### config.mk
export PLATFORM = sky130hd
export DESIGN_NAME = muldiv_unit
export DESIGN_NICKNAME = d
export VERILOG_FILES = /design/src/rtl/muldiv_unit.sv
export SDC_FILE = /design/constraint.sdc
export NUM_CORES = 1
export LEC_CHECK = 0
export CAP_MARGIN = 15
export CORE_MARGIN = 8
export CORE_UTILIZATION = 70
export DETAILED_ROUTE_END_ITERATION = 8
export DONT_BUFFER_PORTS = 1
export PLACE_DENSITY = 0.95
export SLEW_MARGIN = 20
export SYNTH_ARGS = -nofsm -noshare
export SYNTH_HDL_FRONTEND = slang
export SYNTH_SLANG_ARGS = --single-unit
### constraint.sdc
create_clock -name clk -period 6.2 [get_ports clk]
set_input_delay 0.62 -clock clk [delete_from_list [all_inputs] [get_ports clk]]
set_output_delay 0.62 -clock clk [all_outputs]
set_load 0.05 [all_outputs]
### src/rtl/muldiv_unit.sv
// muldiv_unit: iterative signed/unsigned multiply and divide on one shared shift datapath.
// Define MULDIV_RADIX4_MULT_EN to retire two multiplier bits per edge for multiplies.
module muldiv_unit #(
   parameter int WIDTH = 32,
   parameter int CNT_W = $clog2(WIDTH) + 1
) (
   input  logic             clk,
   input  logic             reset,
   input  logic             start,
   input  logic [1:0]       op,
   input  logic [WIDTH-1:0] a,
   input  logic [WIDTH-1:0] b,
   output logic             busy,
   output logic             done,
   output logic             div0,
   output logic [WIDTH-1:0] hi,
   output logic [WIDTH-1:0] lo
);
   typedef enum logic [1:0] {IDLE, RUN, FIN} stateType;
   stateType state, nextState;
   logic [2*WIDTH-1:0] accReg, accMul, accDiv, fixed;
   logic [WIDTH-1:0] xReg, absA, absB, rem, quot;
   logic [CNT_W-1:0] cnt, cntStep;
   logic [WIDTH:0] remShift, diff;
   logic isSigned, divReg, negHi, negLo, zeroDiv, geq;
   assign isSigned = ~op[0];
   assign absA = (isSigned && a[WIDTH-1]) ? -a : a;
   assign absB = (isSigned && b[WIDTH-1]) ? -b : b;
   // accumulator holds {partial product, remaining multiplier} or {remainder, dividend/quotient}
`ifdef MULDIV_RADIX4_MULT_EN
   localparam logic [CNT_W-1:0] MSTEP = CNT_W'(2);
   logic [WIDTH+1:0] mulSum;
   assign mulSum = {2'b0, accReg[2*WIDTH-1:WIDTH]} + (accReg[0] ? {2'b0, xReg} : '0)
                 + (accReg[1] ? {1'b0, xReg, 1'b0} : '0);
   assign accMul = {mulSum, accReg[WIDTH-1:2]};
`else
   localparam logic [CNT_W-1:0] MSTEP = CNT_W'(1);
   logic [WIDTH:0] mulSum;
   assign mulSum = {1'b0, accReg[2*WIDTH-1:WIDTH]} + (accReg[0] ? {1'b0, xReg} : '0);
   assign accMul = {mulSum, accReg[WIDTH-1:1]};
`endif
   assign remShift = {accReg[2*WIDTH-1:WIDTH], accReg[WIDTH-1]};
   assign diff = remShift - {1'b0, xReg};
   // the remainder stays below the divisor, so a clear top bit means the trial subtract fits
   assign geq = ~diff[WIDTH];
   assign accDiv = {geq ? diff[WIDTH-1:0] : remShift[WIDTH-1:0], accReg[WIDTH-2:0], geq};
   assign cntStep = divReg ? CNT_W'(1) : MSTEP;
   assign rem = accReg[2*WIDTH-1:WIDTH];
   assign quot = accReg[WIDTH-1:0];
   assign fixed = divReg ? {negHi ? -rem : rem, negLo ? -quot : quot} : (negHi ? -accReg : accReg);
   always_ff @(posedge clk or negedge reset)
      if (!reset) state <= IDLE;
      else state <= nextState;
   always_comb begin
      nextState = state;
      if (state == IDLE && start) nextState = (op[1] && b == '0) ? FIN : RUN;
      else if (state == RUN && cnt == cntStep) nextState = FIN;
      else if (state == FIN) nextState = IDLE;
   end
   always_ff @(posedge clk or negedge reset) begin
      if (!reset) begin
         accReg <= '0;
         xReg <= '0;
         cnt <= '0;
         divReg <= 1'b0;
         negHi <= 1'b0;
         negLo <= 1'b0;
         zeroDiv <= 1'b0;
         busy <= 1'b0;
         done <= 1'b0;
         div0 <= 1'b0;
         hi <= '0;
         lo <= '0;
      end else begin
         done <= 1'b0;
         if (state == IDLE && start) begin
            accReg <= {{WIDTH{1'b0}}, absA};
            xReg <= absB;
            cnt <= CNT_W'(WIDTH);
            divReg <= op[1];
            negHi <= isSigned && (a[WIDTH-1] ^ (~op[1] & b[WIDTH-1]));
            negLo <= isSigned && (a[WIDTH-1] ^ b[WIDTH-1]);
            zeroDiv <= op[1] && b == '0;
            busy <= 1'b1;
            div0 <= 1'b0;
         end else if (state == RUN) begin
            accReg <= divReg ? accDiv : accMul;
            cnt <= cnt - cntStep;
         end else if (state == FIN) begin
            busy <= 1'b0;
            done <= 1'b1;
            div0 <= zeroDiv;
            if (!zeroDiv) {hi, lo} <= fixed;
         end
      end
   end
endmodule

# Word-level counts from Yosys, hierarchy flattened
# Index checks and enable logic that the tools add are counted.
# totals
out_inout_bits	67
word_cells	74
ff_bits	175
# classes
add_sub_neg	8
n_eq_ne	4
n_mux	26
n_reduce_logical	14
bitwise	9
# op_table
operator	count
$mux 64	5
$mux 32	6
$neg 32->32	4
$neg 64->64	1
$add 32x32->33	1
$sub 33x32->33	1
$logic_not 32->1	1
$mux 6	2
$mux 1	9
$mux 2	4
$logic_and 1x1->1	7
$eq 6x1->1 const B	1
$not 1->1	6
$sub 6x1->6 const B	1
$reduce_and 4->1	1
$reduce_bool 2->1	2
$reduce_bool 3->1	1
$eq 2x1->1 const B	1
$eq 2x2->1 const B	1
$logic_not 2->1	1
$ne 2x2->1 const B	1
$reduce_and 2->1	1
$xor 1x1->1	2
$and 1x1->1	1

# Logic depth before layout (Yosys ltp)
# Gate-level depths: netlist of run 1.
# depth
depth_word	5
mapped_depth	15
mapped_depth_nobuf	14

# Worst setup path before layout of run 1
# OpenSTA, ideal clock, no wires.
# synth_timing
path_type	register -> register
startpoint	register accReg[0]
endpoint	register accReg[60]
slack_ns	2.995
synth_period_minus_slack_ns	3.205
stages_incl_launch_ff	15
t_required_ns	6.078
arrival_ns	3.083
cell_sequence	dfrtp_1 -> inv_1 -> clkbuf_1 -> nor2_1 -> ha_1 -> o211ai_1 -> o211ai_1 -> a21oi_1 -> o41ai_1 -> a221o_1 -> a21oi_1 -> nand2_1 -> nand3b_1 -> o31a_1 -> a32o_1
# synth_between
elab_chain_cells	5
# synth_lines
element	line	source
from (decl)	21	logic [2*WIDTH-1:0] accReg, accMul, accDiv, fixed;
from (signal assigned)	77	accReg <= {{WIDTH{1'b0}}, absA};
from (signal assigned)	87	accReg <= divReg ? accDiv : accMul;
$mux 32	39	assign mulSum = {1'b0, accReg[2*WIDTH-1:WIDTH]} + (accReg[0] ? {1'b0, xReg} : '0);
$add 32x32->33	39	
$mux 64	87	
$mux 64	86	end else if (state == RUN) begin
$mux 64	76	if (state == IDLE && start) begin
# No other way between the ends. The select of a mux whose other input is x is not followed.
# A chain may end at the register's enable or synchronous reset.

# Worst setup path in the final report of run 1
# layout_timing
startpoint	register accReg[31]
endpoint	register accReg[57]
# layout_between
elab_chain_cells	5
# layout_lines
element	line	source
$sub 33x32->33	43	assign diff = remShift - {1'b0, xReg};
$mux 32	46	assign accDiv = {geq ? diff[WIDTH-1:0] : remShift[WIDTH-1:0], accReg[WIDTH-2:0], geq};
$mux 64	87	
$mux 64	86	
$mux 64	76	
# No other way between the ends. The select of a mux whose other input is x is not followed.

==> run metrics, run 1 <==
commonest non-fill, non-tap cell in the layout=nor2_1; Clock Skew=0.0153 ns; port bufs=0; worst path cell trace=inv_1 -> ha_1 -> fa_1 -> nand2b_1 -> a21oi_1 -> o21ai_0 -> nand2b_1 -> a21oi_1 -> o21ai_0 -> xor2_4 -> buf_16 -> mux2_2 -> a22oi_1 -> o21ai_0; largest net degree at the start of global routing=176; total track usage=31.8%; Async SR Flop Fraction=100%; Max Root-Sink Buffers=2; WP data arrival=4.49 ns; final wirelength=37.6 mm; TritonCTS buffer count=17; cell count along the critical path=14; final antenna-violating net count=0; RSZ-0062 raised after global routing=false; WL/cell=20.8 um; vias in the first global route=11,800; fin crit period=4.18 ns; post-layout util=75.1%; Setup-failing EPs final=0; clock sink count=175; CTS root buffer=clkbuf_16; via count=12,100; Initial DRT Pass Iterations=5; Multi-input gate area=8420 um^2; cell area after synthesis=13,300 um^2; insertion delay to the later sink of the worst-skew pair=0.44 ns; Final Hold Violating Endpoints=0; Synth area leaders=dfrtp_1, ha_1, a21oi_1; Top delay family on crit path=compound AO/OA/AOI/OAI gates; die width=154 um; Rows=50; Slew HR=30.5%; Worst-Margin Slew=1.04 ns; Vert. Die Dim=154 um; Mean Syn Cell Area=8.22 um^2; Crit Path Max Fanout=18; Worst setup SP type=flop; Synth area leader=dfrtp_1; Post-Layout Cell Count=1,812; Worst-path clk slew=0.07 ns; Final Cycle Share=67.4%; first-pass GRT wire length=61.3 mm; nets=1,706; initial antenna violation count=0; CP max stage delay=0.56 ns; Fillers=1,396; initial drt markers=1,445; H-tree Lvls=4; Core ar.=18,700 um^2; Placer Congestion=0.963; CTS tree=done; Initial Util=71.3%; Via density=6.70; Slew Limit Fails=0; r2r setup slk=2.02 ns; Final HPWL DP=28.0 mm; crit path buf inv count=2; CP required=6.52 ns; Reg area=4380 um^2; register area share after synthesis=32.9%; Setup CP Type=flop to flop; grt ovf=0; worst min-delay path class=input pin to async pin; FF+latch count, synth=175; synth unique cells=66; area growth from synthesis to layout=5.35%; Crit path top cell by count=o21ai_0; post-route setup TNS=0 ns; Cells after Synth=1,622; CP max stage cell=xor2_4; DIE AREA=23,700 um^2; IO Count=136; Synth top area share=32.9%; layout cells sized above 1=4.82%; DP Cell Count=1,778; CP Capture Type=flop; Max Freq=239 MHz; Worst Reg-to-Reg Cells=14; Synthesis Warnings=0; status=finished, final reports clean; Mapped Nets=1,763; ant diodes=0; DRC viols=0; max-cap viol count=0; number of enable flip-flop cells after synthesis=0; commonest register cell after synthesis=dfrtp_1; most frequent cells in the layout=nor2_1, dfrtp_1, a21oi_1, nand2_1, o21ai_0
[Yosys cell counts (18+ instances only)]
cell type and count:
nor2_1 177, dfrtp_1 175, a21oi_1 172, nand2_1 152
o21ai_0 148, xor2_1 90, xnor2_1 85, clkbuf_1 74
ha_1 70, inv_1 62, mux2i_1 48, o211ai_1 38
o31ai_1 27, a21o_1 21, a22oi_1 21, nand3_1 20
nor3_1 20, nand2b_1 18
[worst reg2reg max path, stage by stage (launching register included)]
cell	delay, ns
dfrtp_1	0.42
inv_1	0.11
ha_1	0.24
fa_1	0.39
nand2b_1	0.19
a21oi_1	0.27
o21ai_0	0.30
nand2b_1	0.15
a21oi_1	0.11
o21ai_0	0.48
xor2_4	0.56
buf_16	0.25
mux2_2	0.35
a22oi_1	0.15
o21ai_0	0.11
[logic make-up after synthesis]
family	Yosys count	synth area share, %
AO/OA/AOI/OAI	518	23.7
AND/OR/NAND/NOR	476	16.6
XOR/XNOR	175	11.5
flip-flops	175	32.9
buffers and inverters	152	4.36
adder cells (fa/ha/maj)	72	6.87
multiplexers	54	4.11
[timing repair]
action / in CTS / in global routing
setup buffers: 0 / 0
resized for setup: 0 / 0
setup endpoints to repair: 0 / 0
hold buffers: 1 / 0
endpoints found under the hold margin: 175 / 0
[layer usage]
metal	vias to the layer above	share of wire [%]	GRT usage, %
li1	5661	-	-
met1	5764	42	43.3
met2	635	44	47.3
met3	75	11	9.30
met4	0	2.5	11.5
met5	-	0	0
[layout make-up]
type	instances	area share (%)
Clock buffer	20	3.18
Clock inverter	12	0.900
Timing Repair Buffer	14	1.03
Tap cell	234	2.08
Sequential cell	175	31.2
Inverter	62	1.66
Multi-Input combinational cell	1295	60.0
[per-stage QoR]
step / instance area [um^2] / setup WS, ns / hold WS (ns)
detailed placement: 13400 / 1.86 / 0.333
CTS: 14000 / 1.84 / 0.272
finish: 14000 / 2.02 / 0.182
global route: 14000 / 1.80 / 0.262
floorplan: 13300 / 3.00 / 0.324
global placement: 13400 / 2.08 / 0.333
[sequential cells by signal, summed over array words and instances (netlist names)]
signal and flops:
accReg 64, busy 1, cnt 6, div0 1, divReg 1, done 1
hi 32, lo 32, negHi 1, negLo 1, state 2, xReg 32
zeroDiv 1
[worst paths after layout]
path                                  from         end
worst max-delay path            accReg[31]  accReg[57]
worst min-delay path                 reset  accReg[54]
worst max register to register  accReg[31]  accReg[57]
worst min register to register    xReg[15]    xReg[15]
max in group asynchronous            reset      divReg
min in group clk                     op[0]       negLo
Power of run 1 is not shown: default switching activity piles up to over one toggle a cycle in this logic, so the estimate is an artifact.
==> inputs of run 2 (changes only) <==
Settings changed: CORE_UTILIZATION 70 to 59, PLACE_DENSITY 0.95 to 0.87.
Clock period 6.2 ns to 3.4 ns, I/O delays scaled along.
==> run 2 against run 1 <==
Compared with the run above: the flow now finishes with violations (hold timing); non-clock buffer count grew 98; largest cell class unchanged; core utilization shrank 8.1 points; first-iteration DRC count down 1.5%; critical endpoint is now hi[31].
==> run metrics, run 2 (synthesis results as in run 1) <==
Final HPWL DP=30.2 mm; r2r setup slk=0.10 ns; nets=1,804; Crit Path Max Fanout=6; initial antenna violation count=1; max-cap viol count=0; Placer Congestion=0.937; hold slack final=-0.415 ns; WL/cell=20.5 um; H-tree Lvls=4; final antenna-violating net count=0; Final Hold Violating Endpoints=175; CTS tree=done; RR Startpoint=accReg[49]; largest net degree at the start of global routing=176; area growth from synthesis to layout=12.7%; worst min-delay path class=input pin to async pin; fin crit period=3.30 ns; IO Count=136; commonest non-fill, non-tap cell in the layout=nor2_1; Core ar.=22,400 um^2; Max Root-Sink Buffers=2; CTS root buffer=clkbuf_16; Setup-failing EPs final=0; hold buffers post-CTS=1; Slew Limit Fails=0; Rows=55; DIE AREA=27,700 um^2; Via density=6.42; Largest Register=accReg; status=finished with violations; ant diodes=0; insertion delay to the later sink of the worst-skew pair=0.45 ns; WP data arrival=3.62 ns; first-pass GRT wire length=63.6 mm; Fillers=1,807; Initial Util=59.4%; port bufs=0; Worst setup SP type=flop; Setup CP Type=flop to flop; Slew HR=45.8%; DRC viols=0; Final Cycle Share=97.0%; initial drt markers=1,423; CP required=3.72 ns; Crit. Startpoint=accReg[49]; post-route setup TNS=0 ns; failing checks=hold timing; most frequent cells in the layout=nor2_1, dfrtp_1, a21oi_1, nand2_1, o21ai_0; grt ovf=0; Worst-Margin Slew=0.812 ns; CP Capture Type=flop; layout cells sized above 1=11.8%; final wirelength=40.2 mm; die width=166 um; clock sink count=175; Post-Layout Cell Count=1,961; Largest register FFs=64; total track usage=28.3%; Clock Skew=0.0149 ns; Vert. Die Dim=166 um; DP Cell Count=1,926; TritonCTS buffer count=17; Initial DRT Pass Iterations=6; via count=12,600; vias in the first global route=12,000; Max Freq=303 MHz; Worst-path clk slew=0.07 ns
[run 2: through the flow]
stage	instance area, um^2	setup WS, ns	util, %
2_1_floorplan	13300	0.195	-
3_3_place_gp	14300	-0.0921	63.6
3_5_place_dp	14300	-0.211	63.6
4_1_cts	14900	0.00437	66.3
5_1_grt	15000	-0.00968	67.0
6_report	15000	0.102	67.0
[run 2: metal layers]
metal  wire [um]  vias up  GRT usage (%)
met5          13        -              0
met4         970        2           9.52
met3        4280       79           8.01
met2       17900      620           42.9
met1       17000     6025           38.2
li1            -     5864              -
[run 2: repair_timing]
| item | CTS | global route |
|---|---|---|
| hold endpoints to repair | 177 | 175 |
| setup endpoints to repair | 10 | 45 |
| pin swaps | 0 | 6 |
| resized for setup | 4 | 31 |
| buffers inserted | 0 | 3 |
[run 2: final timing paths]
path | endpoint | depth (start not counted)
setup reg to reg | hi[31] | 8
hold reg to reg | xReg[19] | 2
hold / removal | xReg[13] | 0
min in group clk | divReg | 2
setup / recovery | hi[31] | 8
max in group asynchronous | accReg[54] | 0
[run 2: worst max-delay path, stage by stage, from the launching register on]
cell and delay, ns:
dfrtp_1 0.45, or4_4 0.54, or3_1 0.37, or3_4 0.37
or4_4 0.47, or4_1 0.45, o31ai_2 0.25, xor2_1 0.18
a21oi_1 0.09
[run 2: area by class of cell]
| class | count | area, um^2 | share of cell area [%] |
|---|---|---|---|
| Sequential cell | 175 | 4380 | 29.2 |
| Tap cell | 285 | 357 | 2.37 |
| Inverter | 62 | 233 | 1.55 |
| Timing Repair Buffer | 112 | 906 | 6.03 |
| Multi-Input combinational cell | 1295 | 8550 | 56.9 |
| Clock inverter | 14 | 173 | 1.15 |
| Clock buffer | 18 | 429 | 2.86 |
Power of run 2 is left out for the same reason.
==> inputs of run 3 (changes only) <==
Settings changed: GPL_TIMING_DRIVEN from default to 0.
==> run 3 against run 2 <==
Compared with the run above: the run ends with hold timing, setup timing left; design area down 1.1%; via count up 3.3%; clock-buffer cell count up 3; cell count up 0.31%; die area unchanged; clock skew down 0.0041 ns; global-route usage up 1.2 points; non-clock buffer count up 6; largest cell class unchanged; highest routed layer is now met4.
==> run metrics, run 3 (synthesis results as in run 1) <==
Final HPWL DP=31.1 mm; final antenna-violating net count=0; via count=13,000; Worst-path clk slew=0.07 ns; first-pass GRT wire length=65.9 mm; vias in the first global route=12,300; CTS tree=done; max-cap viol count=0; die width=166 um; Setup-failing EPs final=5; Initial Util=59.4%; Worst-Margin Slew=0.984 ns; Largest Register=accReg; total track usage=29.5%; Worst setup SP type=flop; Clock Skew=0.0108 ns; Crit Path Max Fanout=8; WL/cell=21.7 um; final wirelength=42.8 mm; hold buffers post-CTS=1; Final Cycle Share=102%; DIE AREA=27,700 um^2; CP required=3.70 ns; Vert. Die Dim=166 um; Core ar.=22,400 um^2; Max Root-Sink Buffers=2; area growth from synthesis to layout=11.5%; DRC viols=0; Slew Limit Fails=0; failing checks=hold timing, setup timing; H-tree Lvls=4; fin crit period=3.46 ns; status=finished with violations; Final Hold Violating Endpoints=175; Via density=6.61; hold slack final=-0.408 ns; port bufs=0; worst min-delay path class=input pin to async pin; clock sink count=175; WP data arrival=3.76 ns; RSZ-0062 raised after global routing=true; IO Count=136; nets=1,810; TritonCTS buffer count=17; Max Freq=289 MHz; insertion delay to the later sink of the worst-skew pair=0.44 ns; Initial DRT Pass Iterations=7; grt ovf=0; initial antenna violation count=0; largest net degree at the start of global routing=176; initial drt markers=1,498; Rows=55; Slew HR=34.4%; commonest non-fill, non-tap cell in the layout=nor2_1; Final WS setup=-0.0587 ns; Setup CP Type=flop to flop; ant diodes=0; CTS root buffer=clkbuf_16; Largest register FFs=64; layout cells sized above 1=8.98%; CP Capture Type=flop; most frequent cells in the layout=nor2_1, a21oi_1, dfrtp_1, nand2_1, o21ai_0; Placer Congestion=0.978
-- run 3: changes by cell type in the layout (fill, tap and decap cells not counted), moves of 4 or more --
| cell | change |
|---|---|
| buf_12 | -5 |
| buf_1 | +11 |
| dfrtp_2 | +10 |
| clkbuf_1 | +67 |
| dfrtp_1 | -10 |
| buf_4 | -73 |
| o21ai_0 | -4 |
-- run 3: through the flow --
stage	util, %	setup TNS (ns)	cells	cell area (um^2)	setup slack [ns]
finish	66.2	-0.199	1967	14900	-0.0587
global route	66.2	-3.52	1967	14900	-0.169
CTS	64.6	-0.00126	1950	14500	-0.00126
detailed placement	61.0	-27.07	1907	13700	-0.959
global placement	61.0	-26.25	1907	13700	-1.09
floorplan	-	0	1622	13300	0.195
-- run 3: timing repair --
| item | 4_1_cts | 5_1_grt |
|---|---|---|
| gates cloned | 0 | 1 |
| endpoints found under the setup margin | 53 | 51 |
| pin swaps | 9 | 28 |
| setup buffers | 11 | 22 |
| gates resized for setup | 52 | 45 |
| hold endpoints to repair | 177 | 175 |
-- run 3: layer usage --
metal / GRT usage, % / up-vias / wire length (um)
li1: - / 5893 / -
met1: 38.3 / 6161 / 17100
met2: 45.2 / 810 / 18900
met3: 8.44 / 138 / 5150
met4: 12.9 / 0 / 1660
met5: 0 / - / 0
-- run 3: final cells by class --
cell class | count | area, um^2
clock buffer | 21 | 460
timing repair buffer | 34 | 275
clock inverter | 11 | 82.6
buffer | 84 | 354
inverter | 62 | 238
multi-input combinational | 1295 | 8700
tap | 285 | 357
fill | 1794 | 7580
sequential | 175 | 4390
-- run 3: final timing paths --
path | end | slack [ns] | start | cells past startpoint
worst min-delay path | xReg[12] | -0.41 | reset | 0
max in group asynchronous | accReg[51] | 3.36 | reset | 0
worst min register to register | xReg[7] | 0.48 | xReg[7] | 2
worst max-delay path | hi[31] | -0.06 | accReg[49] | 8
worst max register to register | hi[31] | -0.06 | accReg[49] | 8
min in group clk | divReg | 0.02 | op[1] | 2
-- run 3: worst max-delay path: stages (launching register included) --
cell     delay (ns)
dfrtp_2        0.48
or4_4          0.53
or3_1          0.38
or3_4          0.37
or4_4          0.47
or4_4          0.48
o31ai_4        0.27
xor2_2         0.24
a21oi_1        0.10
Power of run 3 is left out for the same reason.
